**config.mk**
```make
export PLATFORM = sky130hd
export DESIGN_NAME = qft_cphase_feeder_flat
export DESIGN_NICKNAME = d
export VERILOG_FILES = /design/src/rtl/qft_cphase_feeder_if.sv /design/src/rtl/qft_cphase_feeder.sv /design/src/flat_wrapper.sv
export SDC_FILE = /design/constraint.sdc
export NUM_CORES = 1
export LEC_CHECK = 0
export CAP_MARGIN = 20
export CORE_MARGIN = 10
export CORE_UTILIZATION = 30
export CTS_CLUSTER_SIZE = 40
export DETAILED_ROUTE_END_ITERATION = 10
export HOLD_SLACK_MARGIN = 0.03
export SLEW_MARGIN = 30
export SYNTH_ARGS = -nofsm -noshare
export SYNTH_HDL_FRONTEND = slang
export SYNTH_SLANG_ARGS = --single-unit
```
**constraint.sdc**
```tcl
create_clock -name clk -period 1.8 [get_ports clk]
set_clock_uncertainty 0.15 [all_clocks]
set_input_delay 0.27 -clock clk [delete_from_list [all_inputs] [get_ports clk]]
set_output_delay 0.27 -clock clk [all_outputs]
set_load 0.05 [all_outputs]
```
**src/rtl/qft_cphase_feeder_if.sv**
```systemverilog
// Handshake and data bundle between the amplitude source, the controlled-phase feeder and the
// complex multiplier. Defining QFT_CPHASE_INVERSE_EN adds the inverse (conjugate phase) select.
interface qft_cphase_feeder_if #(
    parameter int num_qubit      = 3,
    parameter int complexnum_bit = 24,
    parameter int kmax           = 8
);
    localparam int QW = (num_qubit > 1) ? $clog2(num_qubit) : 1;
    localparam int KW = $clog2(kmax + 1);

    logic                             start;
    logic        [QW-1:0]             ctrl_qubit;
    logic        [QW-1:0]             targ_qubit;
    logic        [KW-1:0]             rot_k;
`ifdef QFT_CPHASE_INVERSE_EN
    logic                             inverse;
`endif
    logic                             amp_valid;
    logic                             amp_ready;
    logic signed [complexnum_bit-1:0] amp_real;
    logic signed [complexnum_bit-1:0] amp_imag;
    logic signed [complexnum_bit-1:0] in_real;
    logic signed [complexnum_bit-1:0] in_imag;
    logic signed [complexnum_bit-1:0] const_real;
    logic signed [complexnum_bit-1:0] const_imag;
    logic        [num_qubit-1:0]      out_idx;
    logic                             out_valid;
    logic                             out_ready;
    logic                             busy;
    logic                             done;
    logic                             err;

    modport master (
`ifdef QFT_CPHASE_INVERSE_EN
        output inverse,
`endif
        output start, ctrl_qubit, targ_qubit, rot_k,
        output amp_valid, amp_real, amp_imag, out_ready,
        input  amp_ready, in_real, in_imag, const_real, const_imag,
        input  out_idx, out_valid, busy, done, err
    );

    modport slave (
`ifdef QFT_CPHASE_INVERSE_EN
        input  inverse,
`endif
        input  start, ctrl_qubit, targ_qubit, rot_k,
        input  amp_valid, amp_real, amp_imag, out_ready,
        output amp_ready, in_real, in_imag, const_real, const_imag,
        output out_idx, out_valid, busy, done, err
    );
endinterface

```
**src/rtl/qft_cphase_feeder.sv**
```systemverilog
// Controlled-phase operand feeder: streams one pass of 2^num_qubit amplitudes and pairs each with
// its CR_k phase constant. Define QFT_CPHASE_INVERSE_EN to add the conjugate-phase (inverse) select.
module qft_cphase_feeder #(
    parameter int num_qubit      = 3,
    parameter int complexnum_bit = 24,
    parameter int fp_bit         = 22,
    parameter int kmax           = 8
) (
    input  logic               clk,
    input  logic               rst_n,
    qft_cphase_feeder_if.slave bus
);
    localparam int CW = complexnum_bit;
    localparam int QW = (num_qubit > 1) ? $clog2(num_qubit) : 1;
    localparam int KW = $clog2(kmax + 1);

    localparam logic [num_qubit-1:0] CNT_LAST = {num_qubit{1'b1}};
    localparam logic [num_qubit-1:0] CNT_ZERO = {num_qubit{1'b0}};
    localparam logic [QW:0]          Q_LIM    = (QW + 1)'(num_qubit);
    localparam logic [KW-1:0]        K_LIM    = KW'(kmax);
    localparam logic [KW-1:0]        K_ZERO   = {KW{1'b0}};
    localparam logic signed [CW-1:0] FX_ZERO  = {CW{1'b0}};
    localparam logic signed [CW-1:0] FX_ONE   = CW'(64'd1 << fp_bit);
    localparam real                  PI       = 3.14159265358979323846;

    localparam logic [1:0] ST_IDLE  = 2'd0;
    localparam logic [1:0] ST_RUN   = 2'd1;
    localparam logic [1:0] ST_DRAIN = 2'd2;

    // Power series evaluated only at elaboration; angles never exceed 2*pi so 40 terms is ample.
    function automatic real series(input real x, input logic want_sin);
        real term;
        real sum;
        if (want_sin) begin
            term = x;
        end else begin
            term = 1.0;
        end
        sum = term;
        for (int n = 1; n < 40; n++) begin
            if (want_sin) begin
                term = -term * x * x / real'((2 * n) * (2 * n + 1));
            end else begin
                term = -term * x * x / real'((2 * n - 1) * (2 * n));
            end
            sum = sum + term;
        end
        return sum;
    endfunction

    function automatic integer rom_entry(input int k, input logic want_sin);
        real ang;
        real scale;
        real v;
        ang   = 2.0 * PI;
        scale = 1.0;
        for (int i = 0; i < k; i++) begin
            ang = ang / 2.0;
        end
        for (int i = 0; i < fp_bit; i++) begin
            scale = scale * 2.0;
        end
        v = series(ang, want_sin) * scale;
        if (v >= 0.0) begin
            rom_entry = $rtoi(v + 0.5);
        end else begin
            rom_entry = -$rtoi(0.5 - v);
        end
    endfunction

    logic signed [CW-1:0] rom_re_s [0:kmax];
    logic signed [CW-1:0] rom_im_s [0:kmax];

    for (genvar g = 0; g <= kmax; g++) begin : g_rom
        localparam logic signed [CW-1:0] RE = CW'(rom_entry(g, 1'b0));
        localparam logic signed [CW-1:0] IM = CW'(rom_entry(g, 1'b1));
        assign rom_re_s[g] = RE;
        assign rom_im_s[g] = IM;
    end

    logic [1:0]           state_q,      state_d;
    logic [num_qubit-1:0] cnt_q,        cnt_d;
    logic [QW-1:0]        ctrl_q,       ctrl_d;
    logic [QW-1:0]        targ_q,       targ_d;
    logic [KW-1:0]        k_q,          k_d;
    logic                 inv_q,        inv_d;
    logic signed [CW-1:0] in_real_q,    in_real_d;
    logic signed [CW-1:0] in_imag_q,    in_imag_d;
    logic signed [CW-1:0] const_real_q, const_real_d;
    logic signed [CW-1:0] const_imag_q, const_imag_d;
    logic [num_qubit-1:0] out_idx_q,    out_idx_d;
    logic                 out_valid_q,  out_valid_d;
    logic                 done_q,       done_d;
    logic                 err_q,        err_d;

    logic                 cfg_ok_s;
    logic                 amp_ready_s;
    logic                 xfer_s;
    logic                 inv_in_s;
    logic signed [CW-1:0] rom_re_sel_s;
    logic signed [CW-1:0] rom_im_sel_s;
    logic signed [CW-1:0] const_re_s;
    logic signed [CW-1:0] const_im_s;

`ifdef QFT_CPHASE_INVERSE_EN
    assign inv_in_s = bus.inverse;
`else
    assign inv_in_s = 1'b0;
`endif

    assign cfg_ok_s = (bus.ctrl_qubit != bus.targ_qubit)
                   && ({1'b0, bus.ctrl_qubit} < Q_LIM)
                   && ({1'b0, bus.targ_qubit} < Q_LIM)
                   && (bus.rot_k != K_ZERO)
                   && (bus.rot_k <= K_LIM);

    assign amp_ready_s = (state_q == ST_RUN) && (!out_valid_q || bus.out_ready);
    assign xfer_s      = bus.amp_valid && amp_ready_s;

    // Phase constant for the index being accepted: controlled indices get ROM[k], others 1.0.
    always_comb begin
        rom_re_sel_s = FX_ONE;
        rom_im_sel_s = FX_ZERO;
        const_re_s   = FX_ONE;
        const_im_s   = FX_ZERO;
        if (k_q <= K_LIM) begin
            rom_re_sel_s = rom_re_s[k_q];
            rom_im_sel_s = inv_q ? (FX_ZERO - rom_im_s[k_q]) : rom_im_s[k_q];
        end else begin
            rom_re_sel_s = FX_ONE;
            rom_im_sel_s = FX_ZERO;
        end
        if (cnt_q[ctrl_q] && cnt_q[targ_q]) begin
            const_re_s = rom_re_sel_s;
            const_im_s = rom_im_sel_s;
        end else begin
            const_re_s = FX_ONE;
            const_im_s = FX_ZERO;
        end
    end

    // Pass sequencing and operand register next-state.
    always_comb begin
        state_d      = state_q;
        cnt_d        = cnt_q;
        ctrl_d       = ctrl_q;
        targ_d       = targ_q;
        k_d          = k_q;
        inv_d        = inv_q;
        in_real_d    = in_real_q;
        in_imag_d    = in_imag_q;
        const_real_d = const_real_q;
        const_imag_d = const_imag_q;
        out_idx_d    = out_idx_q;
        out_valid_d  = out_valid_q;
        done_d       = 1'b0;
        err_d        = 1'b0;
        case (state_q)
            ST_IDLE: begin
                if (bus.start && cfg_ok_s) begin
                    state_d = ST_RUN;
                    cnt_d   = CNT_ZERO;
                    ctrl_d  = bus.ctrl_qubit;
                    targ_d  = bus.targ_qubit;
                    k_d     = bus.rot_k;
                    inv_d   = inv_in_s;
                end else if (bus.start) begin
                    err_d = 1'b1;
                end else begin
                    state_d = ST_IDLE;
                end
            end
            ST_RUN: begin
                if (xfer_s) begin
                    in_real_d    = bus.amp_real;
                    in_imag_d    = bus.amp_imag;
                    const_real_d = const_re_s;
                    const_imag_d = const_im_s;
                    out_idx_d    = cnt_q;
                    out_valid_d  = 1'b1;
                    cnt_d        = cnt_q + 1'b1;
                    if (cnt_q == CNT_LAST) begin
                        state_d = ST_DRAIN;
                    end else begin
                        state_d = ST_RUN;
                    end
                end else if (bus.out_ready) begin
                    out_valid_d = 1'b0;
                end else begin
                    out_valid_d = out_valid_q;
                end
            end
            ST_DRAIN: begin
                // The last operand must be taken before the pass can report done.
                if (!out_valid_q || bus.out_ready) begin
                    out_valid_d = 1'b0;
                    done_d      = 1'b1;
                    cnt_d       = CNT_ZERO;
                    state_d     = ST_IDLE;
                end else begin
                    state_d = ST_DRAIN;
                end
            end
            default: begin
                state_d     = ST_IDLE;
                cnt_d       = CNT_ZERO;
                out_valid_d = 1'b0;
            end
        endcase
    end

    // State and output registers with synchronous active-low reset.
    always_ff @(posedge clk) begin
        if (!rst_n) begin
            state_q      <= ST_IDLE;
            cnt_q        <= CNT_ZERO;
            ctrl_q       <= {QW{1'b0}};
            targ_q       <= {QW{1'b0}};
            k_q          <= K_ZERO;
            inv_q        <= 1'b0;
            in_real_q    <= FX_ZERO;
            in_imag_q    <= FX_ZERO;
            const_real_q <= FX_ONE;
            const_imag_q <= FX_ZERO;
            out_idx_q    <= CNT_ZERO;
            out_valid_q  <= 1'b0;
            done_q       <= 1'b0;
            err_q        <= 1'b0;
        end else begin
            state_q      <= state_d;
            cnt_q        <= cnt_d;
            ctrl_q       <= ctrl_d;
            targ_q       <= targ_d;
            k_q          <= k_d;
            inv_q        <= inv_d;
            in_real_q    <= in_real_d;
            in_imag_q    <= in_imag_d;
            const_real_q <= const_real_d;
            const_imag_q <= const_imag_d;
            out_idx_q    <= out_idx_d;
            out_valid_q  <= out_valid_d;
            done_q       <= done_d;
            err_q        <= err_d;
        end
    end

    assign bus.amp_ready  = amp_ready_s;
    assign bus.in_real    = in_real_q;
    assign bus.in_imag    = in_imag_q;
    assign bus.const_real = const_real_q;
    assign bus.const_imag = const_imag_q;
    assign bus.out_idx    = out_idx_q;
    assign bus.out_valid  = out_valid_q;
    assign bus.busy       = (state_q != ST_IDLE);
    assign bus.done       = done_q;
    assign bus.err        = err_q;

endmodule

```
**src/flat_wrapper.sv**
```systemverilog
// flat-port wrapper written by rule: the top's interface ports become plain ports
module qft_cphase_feeder_flat 
#(
    parameter int num_qubit      = 3,
    parameter int complexnum_bit = 24,
    parameter int fp_bit         = 22,
    parameter int kmax           = 8
)
  (clk, rst_n, bus_start, bus_ctrl_qubit, bus_targ_qubit, bus_rot_k, bus_amp_valid, bus_amp_real, bus_amp_imag, bus_out_ready, bus_amp_ready, bus_in_real, bus_in_imag, bus_const_real, bus_const_imag, bus_out_idx, bus_out_valid, bus_busy, bus_done, bus_err);
  qft_cphase_feeder_if #(.num_qubit(num_qubit), .complexnum_bit(complexnum_bit), .kmax(kmax)) bus_i ();
  input  logic clk;
  input  logic rst_n;
  input wire logic [$bits(bus_i.start)-1:0] bus_start;
  input wire logic [$bits(bus_i.ctrl_qubit)-1:0] bus_ctrl_qubit;
  input wire logic [$bits(bus_i.targ_qubit)-1:0] bus_targ_qubit;
  input wire logic [$bits(bus_i.rot_k)-1:0] bus_rot_k;
  input wire logic [$bits(bus_i.amp_valid)-1:0] bus_amp_valid;
  input wire logic [$bits(bus_i.amp_real)-1:0] bus_amp_real;
  input wire logic [$bits(bus_i.amp_imag)-1:0] bus_amp_imag;
  input wire logic [$bits(bus_i.out_ready)-1:0] bus_out_ready;
  output wire logic [$bits(bus_i.amp_ready)-1:0] bus_amp_ready;
  output wire logic [$bits(bus_i.in_real)-1:0] bus_in_real;
  output wire logic [$bits(bus_i.in_imag)-1:0] bus_in_imag;
  output wire logic [$bits(bus_i.const_real)-1:0] bus_const_real;
  output wire logic [$bits(bus_i.const_imag)-1:0] bus_const_imag;
  output wire logic [$bits(bus_i.out_idx)-1:0] bus_out_idx;
  output wire logic [$bits(bus_i.out_valid)-1:0] bus_out_valid;
  output wire logic [$bits(bus_i.busy)-1:0] bus_busy;
  output wire logic [$bits(bus_i.done)-1:0] bus_done;
  output wire logic [$bits(bus_i.err)-1:0] bus_err;
  assign bus_i.start = bus_start;
  assign bus_i.ctrl_qubit = bus_ctrl_qubit;
  assign bus_i.targ_qubit = bus_targ_qubit;
  assign bus_i.rot_k = bus_rot_k;
  assign bus_i.amp_valid = bus_amp_valid;
  assign bus_i.amp_real = bus_amp_real;
  assign bus_i.amp_imag = bus_amp_imag;
  assign bus_i.out_ready = bus_out_ready;
  assign bus_amp_ready = bus_i.amp_ready;
  assign bus_in_real = bus_i.in_real;
  assign bus_in_imag = bus_i.in_imag;
  assign bus_const_real = bus_i.const_real;
  assign bus_const_imag = bus_i.const_imag;
  assign bus_out_idx = bus_i.out_idx;
  assign bus_out_valid = bus_i.out_valid;
  assign bus_busy = bus_i.busy;
  assign bus_done = bus_i.done;
  assign bus_err = bus_i.err;
  qft_cphase_feeder #(.num_qubit(num_qubit), .complexnum_bit(complexnum_bit), .fp_bit(fp_bit), .kmax(kmax)) u_core (.clk(clk), .rst_n(rst_n), .bus(bus_i));
endmodule
```
# Word-level counts from Yosys, hierarchy flattened
# Memory sizes are Yosys's and may differ from the RTL's.
# Cells that the tools add are included.
# word_totals
out_inout_bits	104
romBits	768
ff_bits	115
mem_count	2
wordCells	83
# mem_list
memory	words	word_bits	rd	rd_clocked_by_memory_dff	wr	line_no	rtl
(name not given)	16	24	1	0	0	qft_cphase_feeder.sv:127	rom_re_sel_s = rom_re_s[k_q];
(name not given)	16	24	1	0	0	qft_cphase_feeder.sv:128	rom_im_sel_s = inv_q ? (FX_ZERO - rom_im_s[k_q]) : rom_im_s[k_q];
# op_classes
n_reduce_logical	20
muxes	28
n_bitwise	3
eq_ne	9
magnitude_cmp	7
addsub	1
# op_table
cell	n
24-bit 2-to-1 mux	8
2-bit 2-to-1 mux	5
3-bit 2-to-1 mux	3
3-bit case mux with 3 select lines	1
4-bit less-or-equal comparator (second input constant)	2
1-bit logical AND	8
2-bit AND reduction	4
1-bit 2-to-1 mux	7
2-bit by 3-bit less-than comparator with 1-bit output (second input constant)	2
2-bit by 1-bit inequality test with 1-bit output (second input constant)	3
3-bit by 2-bit inequality test with 1-bit output (second input constant)	2
2-bit case mux with 3 select lines	1
3-bit AND reduction	2
5-bit >= comparator (second input constant)	1
4-bit inverter with 5-bit output	1
1-bit binary-select mux with 2-bit select	2
2-bit less-than comparator (second input constant)	2
4-bit nonzero test	1
3-bit by 1-bit adder with 3-bit output (second input constant)	1
3-bit equality test (second input constant)	1
1-bit case mux with 3 select lines	1
3-bit OR reduction	1
2-bit by 1-bit equality test with 1-bit output (second input constant)	1
2-bit equality test (second input constant)	1
6 further kinds	7

# Logic depth before layout (Yosys ltp)
# Gate-level depths: netlist of run 1.
# logic_depth
depth_word	8
mapped_depth	7
depth_no_buf	7

# Worst setup path before layout of run 1
# OpenSTA, ideal clock, no wires.
# synth_path
path_type	register -> register
start	register u_core.out_valid_q (netlist: u_core.bus.out_valid)
end	register u_core.const_imag_q[10] (netlist: u_core.bus.const_imag[10])
slack_ns	-0.719
n_path_buf	1
setup_time_ns	0.115
path_stages_with_launch	7
synth_period_minus_slack_ns	2.519
t_arrival_ns	2.254
path_cell_list	dfxtp_1 nor2b_1 nor2_1 nand2_1 clkbuf_1 o2bb2ai_1 and2_1
# synth_via
elab_chain_cells	5
# synth_rtl
item	line_no	rtl
start, declared	qft_cphase_feeder.sv:92	logic out_valid_q, out_valid_d;
start signal, assigned	qft_cphase_feeder.sv:241	out_valid_q <= out_valid_d;
1-bit logical NOT	qft_cphase_feeder.sv:117	assign amp_ready_s = (state_q == ST_RUN) && (!out_valid_q || bus.out_ready);
1-bit logical OR	qft_cphase_feeder.sv:117	
1-bit logical AND	qft_cphase_feeder.sv:117	
via bus_amp_ready	flat_wrapper.sv:21	output wire logic [$bits(bus_i.amp_ready)-1:0] bus_amp_ready;
1-bit logical AND	qft_cphase_feeder.sv:118	assign xfer_s = bus.amp_valid && amp_ready_s;
2-bit AND reduction (no line)	n/a	
end signal, assigned	qft_cphase_feeder.sv:239	const_imag_q <= const_imag_d;
end, declared	qft_cphase_feeder.sv:90	logic signed [CW-1:0] const_imag_q, const_imag_d;
# The timed path passes the listed nets, and every way through them passes these cells.
# A chain may end at the register's enable or synchronous reset.

# Final worst setup path of run 1
# layout_path
start	register u_core.targ_q[1]
end	register u_core.const_real_q[8] (netlist: u_core.bus.const_real[8])
# layout_via
elab_chain_cells	4
# layout_rtl
item	line_no	rtl
start, declared	qft_cphase_feeder.sv:84	logic [QW-1:0] targ_q, targ_d;
start signal, assigned	qft_cphase_feeder.sv:218	targ_q <= {QW{1'b0}};
start signal, assigned	qft_cphase_feeder.sv:233	targ_q <= targ_d;
1-bit binary-select mux with 2-bit select	qft_cphase_feeder.sv:133	if (cnt_q[ctrl_q] && cnt_q[targ_q]) begin
1-bit 2-to-1 mux (not written as such)	qft_cphase_feeder.sv:133	
1-bit logical AND	qft_cphase_feeder.sv:133	
24-bit 2-to-1 mux	qft_cphase_feeder.sv:133	
end signal, assigned	qft_cphase_feeder.sv:238	const_real_q <= const_real_d;
end, declared	qft_cphase_feeder.sv:89	logic signed [CW-1:0] const_real_q, const_real_d;
# No other way between the ends. The select of a mux whose other input is x is not followed.

==> qor.txt, run 1 <==
DR vias = 4,005
syn avg cell area = 9.029 um2
Setup crit end kind = flip-flop
Die Wd = 142.1 um
Die H = 142.1 um
Routed Antenna Nets = 0
die area = 20,180 um2
TritonCTS buffer count = 9
Psw = 1223 uW
GRT Total Usage = 0.1325
DRC = 0
sequential area share after synthesis = 0.4793
detailed-placement wirelength estimate = 10,300 um
Yosys reg bits = 107
CTS Buffer Depth = 2
Max rail drop VDD = 0.4359 mV
total negative slack = -0.1160 ns
maxcap violations = 0
Critical Path AT = 1.92 ns
top post-synthesis cells by area = dfxtp_1 (48%), nand2_1 (9.9%), nor2b_1 (5.6%), a21boi_0 (5.4%), a21boi_1 (4.0%)
Slew @ Worst Pin = 0.5128 ns
Clk pin slew, worst setup/hold paths = 0.07 ns
most frequent cells in the layout = buf_4 (132), nand2_1 (117), dfxtp_1 (99)
Final WS setup = -0.03185 ns
wire per inst = 15.99 um
Site Rows = 44
Detailed Routing Iterations Pass 1 = 4
EDFF count, synth = 0
Startpoint Class = flip-flop
RR Startpoint = u_core.targ_q[1]$_SDFFE_PN0P_
r2r setup slk = -0.03 ns
endpoints failing setup = 6
core area = 14,590 um2
Hold Startpoint = bus_ctrl_qubit[1]
Hold Path Depth = 3
sequential power share = 0.494
Worst-Skew Late Latency = 0.35 ns
status = finished, violations left
commonest non-fill, non-tap cell in the layout = buf_4
worst-path maximum fanout = 5
relative slew slack = 0.6577
Most used DFF post-synth = dfxtp_1
clk sinks = 107
syn_nets = 565
Worst Reg2Reg Path Length in Cells = 5
Ports = 165
Core Util, Final = 0.4641
Max Slew Vio Count = 0
routability cong. = 0.8277
PD cells = 727.0 nW/um2
vias in the first global route = 4,130
RSZ-0062 raised after global routing = yes
hold endpoint = u_core.ctrl_q[1]$_SDFFE_PN0P_
root buffer cell = clkbuf_16
worst setup path start = u_core.targ_q[1]$_SDFFE_PN0P_
Synth Warn # = 0
Post-Syn Area = 4469 um2
failing checks = negative setup slack
TritonCTS clock tree = done
Gate power share = 0.123
final hold vios = 0
Worst EP required = 1.89 ns
final critical-path required period = 1.832 ns
layout cells sized above 1 = 0.2889
Filler cells = 1,403
Total Wirelength = 13,750 um
fmax = 545.9 MHz
Sw Ratio = 0.2484
DRT iter0 DRCs = 83
Post-synth ARST share = 0
Pleak = 0.002864 uW
port bufs = 163
Syn-to-layout area delta = 51.48%
Place WS = -0.3882 ns
clock group share of total power = 0.383
WS Path Type = flip-flop to flip-flop
global-route wire length before repair = 21,840 um
internal power = 3699 uW
worst hold path class = input pin to flip-flop
final period utilization = 1.018
Synth area leader = dfxtp_1
FF-to-FF End = u_core.bus.const_real[8]$_SDFFE_PN0P_
synthesized instance count = 495
initial antenna violation count = 2
overflow left after global routing = 0
initial core utilization = 0.3063
post-synth top area share = 0.4793
Nets = 740
Vias/cell = 4.657
Yosys cell types = 46
largest net degree at the start of global routing = 65
H-tree levels = 3
==> metrics by stage <==
| stage | hold slack (ns) | instance area (um2) | power, uW | std cells |
|---|---|---|---|---|
| after floorplan | 0.2459 | 4484 | 2777 | 495 |
| after global placement | 0.2916 | 6261 | 3065 | 841 |
| after detailed placement | 0.2961 | 6261 | 3070 | 841 |
| after CTS | 0.2940 | 6654 | 5002 | 859 |
| after global routing | 0.2014 | 6770 | 5143 | 860 |
| final | 0.1653 | 6770 | 4922 | 860 |
==> timing repair <==
action | 4_1_cts | 5_1_grt
resized for setup | 16 | 26
pin swaps | 13 | 16
endpoints found under the hold margin | 1 | 0
setup buffers | 2 | 1
hold buffers | 1 | 0
endpoints found under the setup margin | 25 | 50
==> cells in the mapped netlist, types with 4 or more instances <==
cell	number
a21boi_0	32
nor2_1	13
dfxtp_1	107
nand2b_1	4
nor3_1	4
inv_1	7
and2_1	5
nand2_1	118
clkbuf_1	19
buf_2	12
a2bb2oi_1	4
buf_4	8
a22o_1	5
o31a_1	12
o21a_1	12
a21boi_1	24
ha_1	9
mux2i_1	9
a21oi_1	7
o21ai_0	7
nor2b_1	40
==> metal layers <==
| metal | part of all wire | global-route usage |
|---|---|---|
| met1 | 0.44 | 0.1579 |
| met2 | 0.46 | 0.2128 |
| met3 | 0.090 | 0.06308 |
| met4 | 0.0081 | 0.02636 |
| met5 | 0.00095 | 0 |
==> logic make-up (layout without fill, tap and decap cells) <==
logic type,after synthesis,after routing,share of synthesized area
other cells,1,2,0.0008391
mux,9,9,0.02016
compound gates,125,125,0.2198
flops,107,107,0.4793
simple gates,197,197,0.2035
fa+ha+maj,9,9,0.02520
buf+inv,47,227,0.05123
==> power by group through the flow <==
stage               logic [uW]  registers [uW]  clock network [uW]
finish                     607            2430                1880
detailed placement         587            2480                   0
global placement           583            2480                   0
floorplan                  199            2580                   0
global route               650            2430                2060
CTS                        599            2430                1970
==> worst max path at each step <==
stage / slack [ns] / cells past startpoint / end
5_1_grt: -0.07 / 5 / u_core.bus.const_real[18]$_SDFFE_PN0P_
2_1_floorplan: 0.03 / 6 / u_core.bus.const_imag[10]$_SDFFE_PN0P_
4_1_cts: -0.04 / 6 / u_core.bus.const_imag[4]$_SDFFE_PN0P_
3_3_place_gp: -0.33 / 7 / u_core.bus.const_real[12]$_SDFFE_PN0P_
6_report: -0.03 / 5 / u_core.bus.const_real[8]$_SDFFE_PN0P_
3_5_place_dp: -0.39 / 6 / u_core.bus.const_real[18]$_SDFFE_PN0P_
==> layout make-up <==
cell class	count	area, um2	area share
multi-input combinational	341	2261	0.3339
clock buffer	12	256.5	0.03789
clock inverter	4	25.02	0.003696
tap	184	230.2	0.03400
sequential	107	2155	0.3182
antenna	1	2.502	0.0003696
timing repair buffer	204	1814	0.2680
inverter	7	26.28	0.003881
==> flip-flops by register name (all words and copies together), names as in the netlist <==
register and flops:
u_core.bus.out_idx 3, u_core.k_q 4, u_core.cnt_q 3, u_core.bus.err 1, u_core.bus.in_real 24, u_core.state_q 2, u_core.bus.const_imag 18, u_core.ctrl_q 2
u_core.bus.done 1, u_core.bus.in_imag 24, u_core.bus.const_real 22, u_core.bus.out_valid 1, u_core.targ_q 2
==> critical path, stage by stage, from the launching register on <==
cell and delay, ns:
dfxtp_4 0.38, o22a_1 0.21, o2111a_2 0.31, o211a_2 0.20, o21a_1 0.17, o31a_1 0.31
(Power assumes the default switching activity.)
==> run 2, diff against run 1 <==
- PLACE_DENSITY_LB_ADDON: default -> 0.05
==> run 2 against run 1 <==
Effect of this change:
- the flow still finishes with violations (negative setup slack)
- largest cell class unchanged
- register-to-register slack worse by 0.02 ns
- count of clock-buffer cells in the layout grew 1
- highest routed layer is now met4
- global-route usage rose by 0.51 points
- routed wire length is 3.6% higher
- final area increased by 2.9%
- total power rose by 3.2%
- sequential cell count did not move
- fmax is 1.1% lower
- critical endpoint is now u_core.bus.const_real[4]$_SDFFE_PN0P_
==> qor.txt, run 2 (same netlist as run 1, synthesis figures left out) <==
Setup crit end kind = flip-flop
Place WS = -0.4518 ns
fmax = 539.7 MHz
slowest stage cell, crit path = dfxtp_2
worst-path maximum fanout = 5
Critical Path AT = 1.95 ns
endpoints failing setup = 10
worst setup path start = u_core.cnt_q[2]$_SDFFE_PN0P_
CTS Buffer Depth = 2
met3 usage = 0.05874
layout cells sized above 1 = 0.3067
commonest non-fill, non-tap cell in the layout = buf_4
Pleak = 0.002938 uW
Max rail drop VDD = 0.4306 mV
initial core utilization = 0.3063
TritonCTS buffer count = 9
Site Rows = 44
Worst EP required = 1.90 ns
TritonCTS clock tree = done
Worst-Skew Late Latency = 0.35 ns
GRT met2 Usage = 0.2142
Final WS setup = -0.05290 ns
H-tree levels = 3
Clk pin slew, worst setup/hold paths = 0.07 ns
DR vias = 4,057
maxcap violations = 0
final hold vios = 0
most used routing layer = met2
M1 GR Usage = 0.1678
final critical-path required period = 1.853 ns
Filler cells = 1,386
port bufs = 163
DRC = 0
diode count = 0
DRT iter0 DRCs = 118
initial antenna violation count = 0
overflow left after global routing = 0
final period utilization = 1.029
worst hold path class = input pin to flip-flop
die area = 20,180 um2
Startpoint Class = flip-flop
Die H = 142.1 um
Nets = 754
core area = 14,590 um2
clk sinks = 107
root buffer cell = clkbuf_16
failing checks = negative setup slack
global-route wire length before repair = 22,470 um
Syn-to-layout area delta = 55.88%
RR Startpoint = u_core.cnt_q[2]$_SDFFE_PN0P_
RSZ-0062 raised after global routing = yes
Hold Startpoint = bus_rot_k[0]
GRT Total Usage = 0.1376
Detailed Routing Iterations Pass 1 = 4
status = finished, violations left
total negative slack = -0.2365 ns
CP Cell Sequence = o21bai_4, a21o_4, o21ai_4, nor4_4, buf_4, o31a_1
WS Path Type = flip-flop to flip-flop
Ports = 165
most frequent cells in the layout = buf_4 (140), nand2_1 (117), dfxtp_1 (99)
largest net degree at the start of global routing = 39
Total Wirelength = 14,250 um
detailed-placement wirelength estimate = 10,510 um
Die Wd = 142.1 um
Vias/cell = 4.653
vias in the first global route = 4,242
routability cong. = 0.7909
PD cells = 728.7 nW/um2
max incr delay on CP = 0.34 ns
Max Slew Vio Count = 0
wire per inst = 16.34 um
Routed Antenna Nets = 0
-- run 2: power breakdown --
part | total [uW] | internal, uW | leakage (uW) | switching, uW
Clock | 2010 | 1150 | 0.000146 | 859
Combinational | 639 | 307 | 0.00192 | 332
Sequential | 2430 | 2400 | 0.000868 | 27.9
Total | 5080 | 3860 | 0.00294 | 1220
-- run 2: final timing paths --
path	endpoint	cells past startpoint	slack (ns)
worst min register to register	u_core.bus.in_real[13]$_SDFFE_PN0P_	2	0.30
worst max-delay path	u_core.bus.const_real[4]$_SDFFE_PN0P_	6	-0.05
worst max register to register	u_core.bus.const_real[4]$_SDFFE_PN0P_	6	-0.05
worst min-delay path	u_core.k_q[0]$_SDFFE_PN0P_	4	0.23
-- run 2: critical path: cells and delay by family (launching register included) --
family,cells,cell delay [ns]
AOI/OAI and AO/OA,4,0.99
DFF,1,0.34
and+or+nand+nor,1,0.10
buffers and inverters,1,0.17
-- run 2: cell type report --
cell class	instances	area (um2)	share of cell area
clock inverters	2	35.03	0.005029
clock buffers	13	260.3	0.03736
repair buffers	218	1961	0.2814
flip-flops and latches	107	2155	0.3093
multi-input cells	341	2300	0.3301
well taps	184	230.2	0.03305
inverters	7	26.28	0.003772
-- run 2: through the flow --
stage          power [uW]    util  std cells  hold WS (ns)  cell area (um2)
6_report             5077  0.4775        872        0.2289             6967
4_1_cts              5147  0.4633        868        0.2987             6759
3_5_place_dp         3093  0.4369        851        0.2980             6374
3_3_place_gp         3089  0.4369        851        0.2914             6374
2_1_floorplan        2777       -        495        0.2459             4484
5_1_grt              5321  0.4775        872        0.2666             6967
-- run 2: layer usage --
layer  vias up  share of wire
met4         0          0.014
met1      1894           0.44
met5         -              0
met3        15          0.090
li1       2033              -
met2       115           0.46
-- run 2: timing repair --
item,in CTS,in global routing
setup buffers,2,4
gates cloned,0,1
resized for setup,16,34
endpoints found under the hold margin,1,0
pin swaps,0,21
hold buffers,1,0
setup endpoints to repair,31,47
==> run 3, diff against run 2 <==
--- a/config.mk
+++ b/config.mk
@@ -7,2 +7,3 @@
 export LEC_CHECK = 0
+export ABC_CLOCK_PERIOD_IN_PS = 1800
 export CAP_MARGIN = 20
@@ -12,3 +13,3 @@
 export DETAILED_ROUTE_END_ITERATION = 10
-export HOLD_SLACK_MARGIN = 0.03
+export HOLD_SLACK_MARGIN = 0.1
 export PLACE_DENSITY_LB_ADDON = 0.05
--- a/constraint.sdc
+++ b/constraint.sdc
@@ -4,2 +4,2 @@
 set_output_delay 0.27 -clock clk [all_outputs]
-set_load 0.05 [all_outputs]
+set_load 0.005 [all_outputs]
==> run 3 against run 2 <==
Effect of this change:
- sequential share of layout area fell by 1.1 points
- via count barely moved
- fmax rose by 1.5%
- die area did not move
- the flow still finishes with violations (negative setup slack)
- global-route usage barely moved
- critical path depth did not move
==> qor.txt, run 3 (same netlist as run 1, synthesis figures left out) <==
status = finished, violations left
failing checks = negative setup slack
Detailed Routing Iterations Pass 1 = 6
TritonCTS clock tree = done
Clk pin slew, worst setup/hold paths = 0.07 ns
final period utilization = 1.014
WS Path Type = flip-flop to flip-flop
CP bufs+invs = 1
Vias/cell = 4.628
Nets = 758
vias in the first global route = 4,142
worst-path maximum fanout = 11
clk sinks = 107
Hold Startpoint = rst_n
RSZ-0062 raised after global routing = yes
final hold vios = 0
Startpoint Class = flip-flop
endpoints failing setup = 5
H-tree levels = 3
Total Wirelength = 14,090 um
Site Rows = 44
Worst-Skew Late Latency = 0.34 ns
diode count = 0
Sw Ratio = 0.2117
cell family with most CP delay = compound AO/OA/AOI/OAI gates
Final WS setup = -0.02553 ns
clock group share of total power = 0.432
Ports = 165
wire per inst = 16.06 um
Worst EP required = 1.88 ns
Worst Reg2Reg Path Length in Cells = 6
maxcap violations = 0
worst hold path class = input pin to flip-flop
final instance area = 7229 um2
final critical-path required period = 1.826 ns
layout cells sized above 1 = 0.1631
most frequent cells in the layout = clkdlybuf4s50_1 (152), nand2_1 (117), dfxtp_1 (100)
slowest stage cell, crit path = dfxtp_4
routability cong. = 0.8144
Max rail drop VDD = 0.4941 mV
largest net degree at the start of global routing = 83
fmax = 547.8 MHz
PD cells = 720.0 nW/um2
Syn-to-layout area delta = 61.76%
DRC = 0
Die Wd = 142.1 um
root buffer cell = clkbuf_16
port bufs = 163
global-route wire length before repair = 22,300 um
DR vias = 4,059
Area after DPL = 6630 um2
overflow left after global routing = 0
Gate power share = 0.101
internal power = 4103 uW
Hold Path Depth = 3
commonest non-fill, non-tap cell in the layout = clkdlybuf4s50_1
Pleak = 0.002777 uW
CTS Buffer Depth = 2
die area = 20,180 um2
RR Startpoint = u_core.targ_q[1]$_SDFFE_PN0P_
core area = 14,590 um2
CP Cell Sequence = o22a_1, o2111a_2, o21ai_4, nor4_4, buf_12, o31a_1
initial core utilization = 0.3063
Routed Antenna Nets = 0
GRT Total Usage = 0.1374
TritonCTS buffer count = 9
Setup crit end kind = flip-flop
Psw = 1102 uW
Max Slew Vio Count = 0
detailed-placement wirelength estimate = 10,380 um
Critical Path AT = 1.91 ns
DRT iter0 DRCs = 178
max incr delay on CP = 0.36 ns
Die H = 142.1 um
hold endpoint = u_core.bus.const_real[22]$_SDFFE_PN1P_
Place WS = -0.4728 ns
FF-to-FF End = u_core.bus.const_real[12]$_SDFFE_PN0P_
initial antenna violation count = 0
r2r setup slk = -0.03 ns
sequential power share = 0.466
## run 3: cell count changes in the layout (fill, tap and decap cells not counted), moves of 2 or more
cell             delta
buf_4              -93
nand2b_1            +2
clkdlybuf4s50_1    +96
bufinv_16           +2
dlygate4sd2_1       +4
nand2b_4            -2
buf_12              -4
dlymetal6s2s_1      +2
## run 3: how the worst max path moves through the flow
stage	depth (start not counted)	slack, ns	startpoint	endpoint
2_1_floorplan	5	0.06	u_core.k_q[0]$_SDFFE_PN0P_	u_core.bus.const_real[8]$_SDFFE_PN0P_
3_3_place_gp	7	-0.43	bus_ctrl_qubit[0]	u_core.cnt_q[1]$_SDFFE_PN0P_
3_5_place_dp	7	-0.47	bus_ctrl_qubit[0]	u_core.k_q[3]$_SDFFE_PN0P_
4_1_cts	6	-0.04	u_core.targ_q[1]$_SDFFE_PN0P_	u_core.bus.const_real[12]$_SDFFE_PN0P_
5_1_grt	6	-0.1	u_core.cnt_q[2]$_SDFFE_PN0P_	u_core.bus.const_real[12]$_SDFFE_PN0P_
6_report	6	-0.03	u_core.targ_q[1]$_SDFFE_PN0P_	u_core.bus.const_real[12]$_SDFFE_PN0P_
## run 3: timing repair
action,CTS,global route
endpoints found under the setup margin,38,59
gates resized for setup,33,22
buffers inserted,4,0
hold buffers,0,0
pin swaps,13,5
## run 3: stage by stage
stage | hold slack [ns] | utilization | total power (uW) | setup TNS (ns) | std cells
3_5_place_dp | 0.2940 | 0.4545 | 2988 | -26.28 | 859
3_3_place_gp | 0.2900 | 0.4545 | 2985 | -23.88 | 859
5_1_grt | 0.2344 | 0.4955 | 5435 | -1.074 | 877
2_1_floorplan | 0.2459 | - | 2664 | 0 | 495
4_1_cts | 0.2038 | 0.4887 | 5304 | -0.2727 | 877
6_report | 0.2171 | 0.4955 | 5205 | -0.06362 | 877
## run 3: final cells by class
type | count | area, um2
sequential | 107 | 2153
fill | 1387 | 7360
inverter | 7 | 26.28
clock buffer | 11 | 242.7
tap | 184 | 230.2
multi-input combinational | 341 | 2285
clock inverter | 5 | 100.1
timing repair buffer | 222 | 2192
## run 3: worst min-delay path, cell delays in order
cell and delay [ns]:
buf_2 0.14, buf_4 0.20, nand2_1 0.07
## run 3: power groups by stage
stage	clock network (uW)	logic (uW)	registers, uW
3_5_place_dp	0	507	2480
2_1_floorplan	0	182	2480
5_1_grt	2430	574	2430
4_1_cts	2350	526	2430
6_report	2250	527	2430
3_3_place_gp	0	505	2480
## run 3: layer usage
metal | vias up | track usage | part of all wire
met2 | 112 | 0.2072 | 0.44
met5 | - | 0 | 0
met3 | 10 | 0.05441 | 0.099
met1 | 1895 | 0.1735 | 0.45
met4 | 0 | 0.04841 | 0.013
li1 | 2042 | - | -
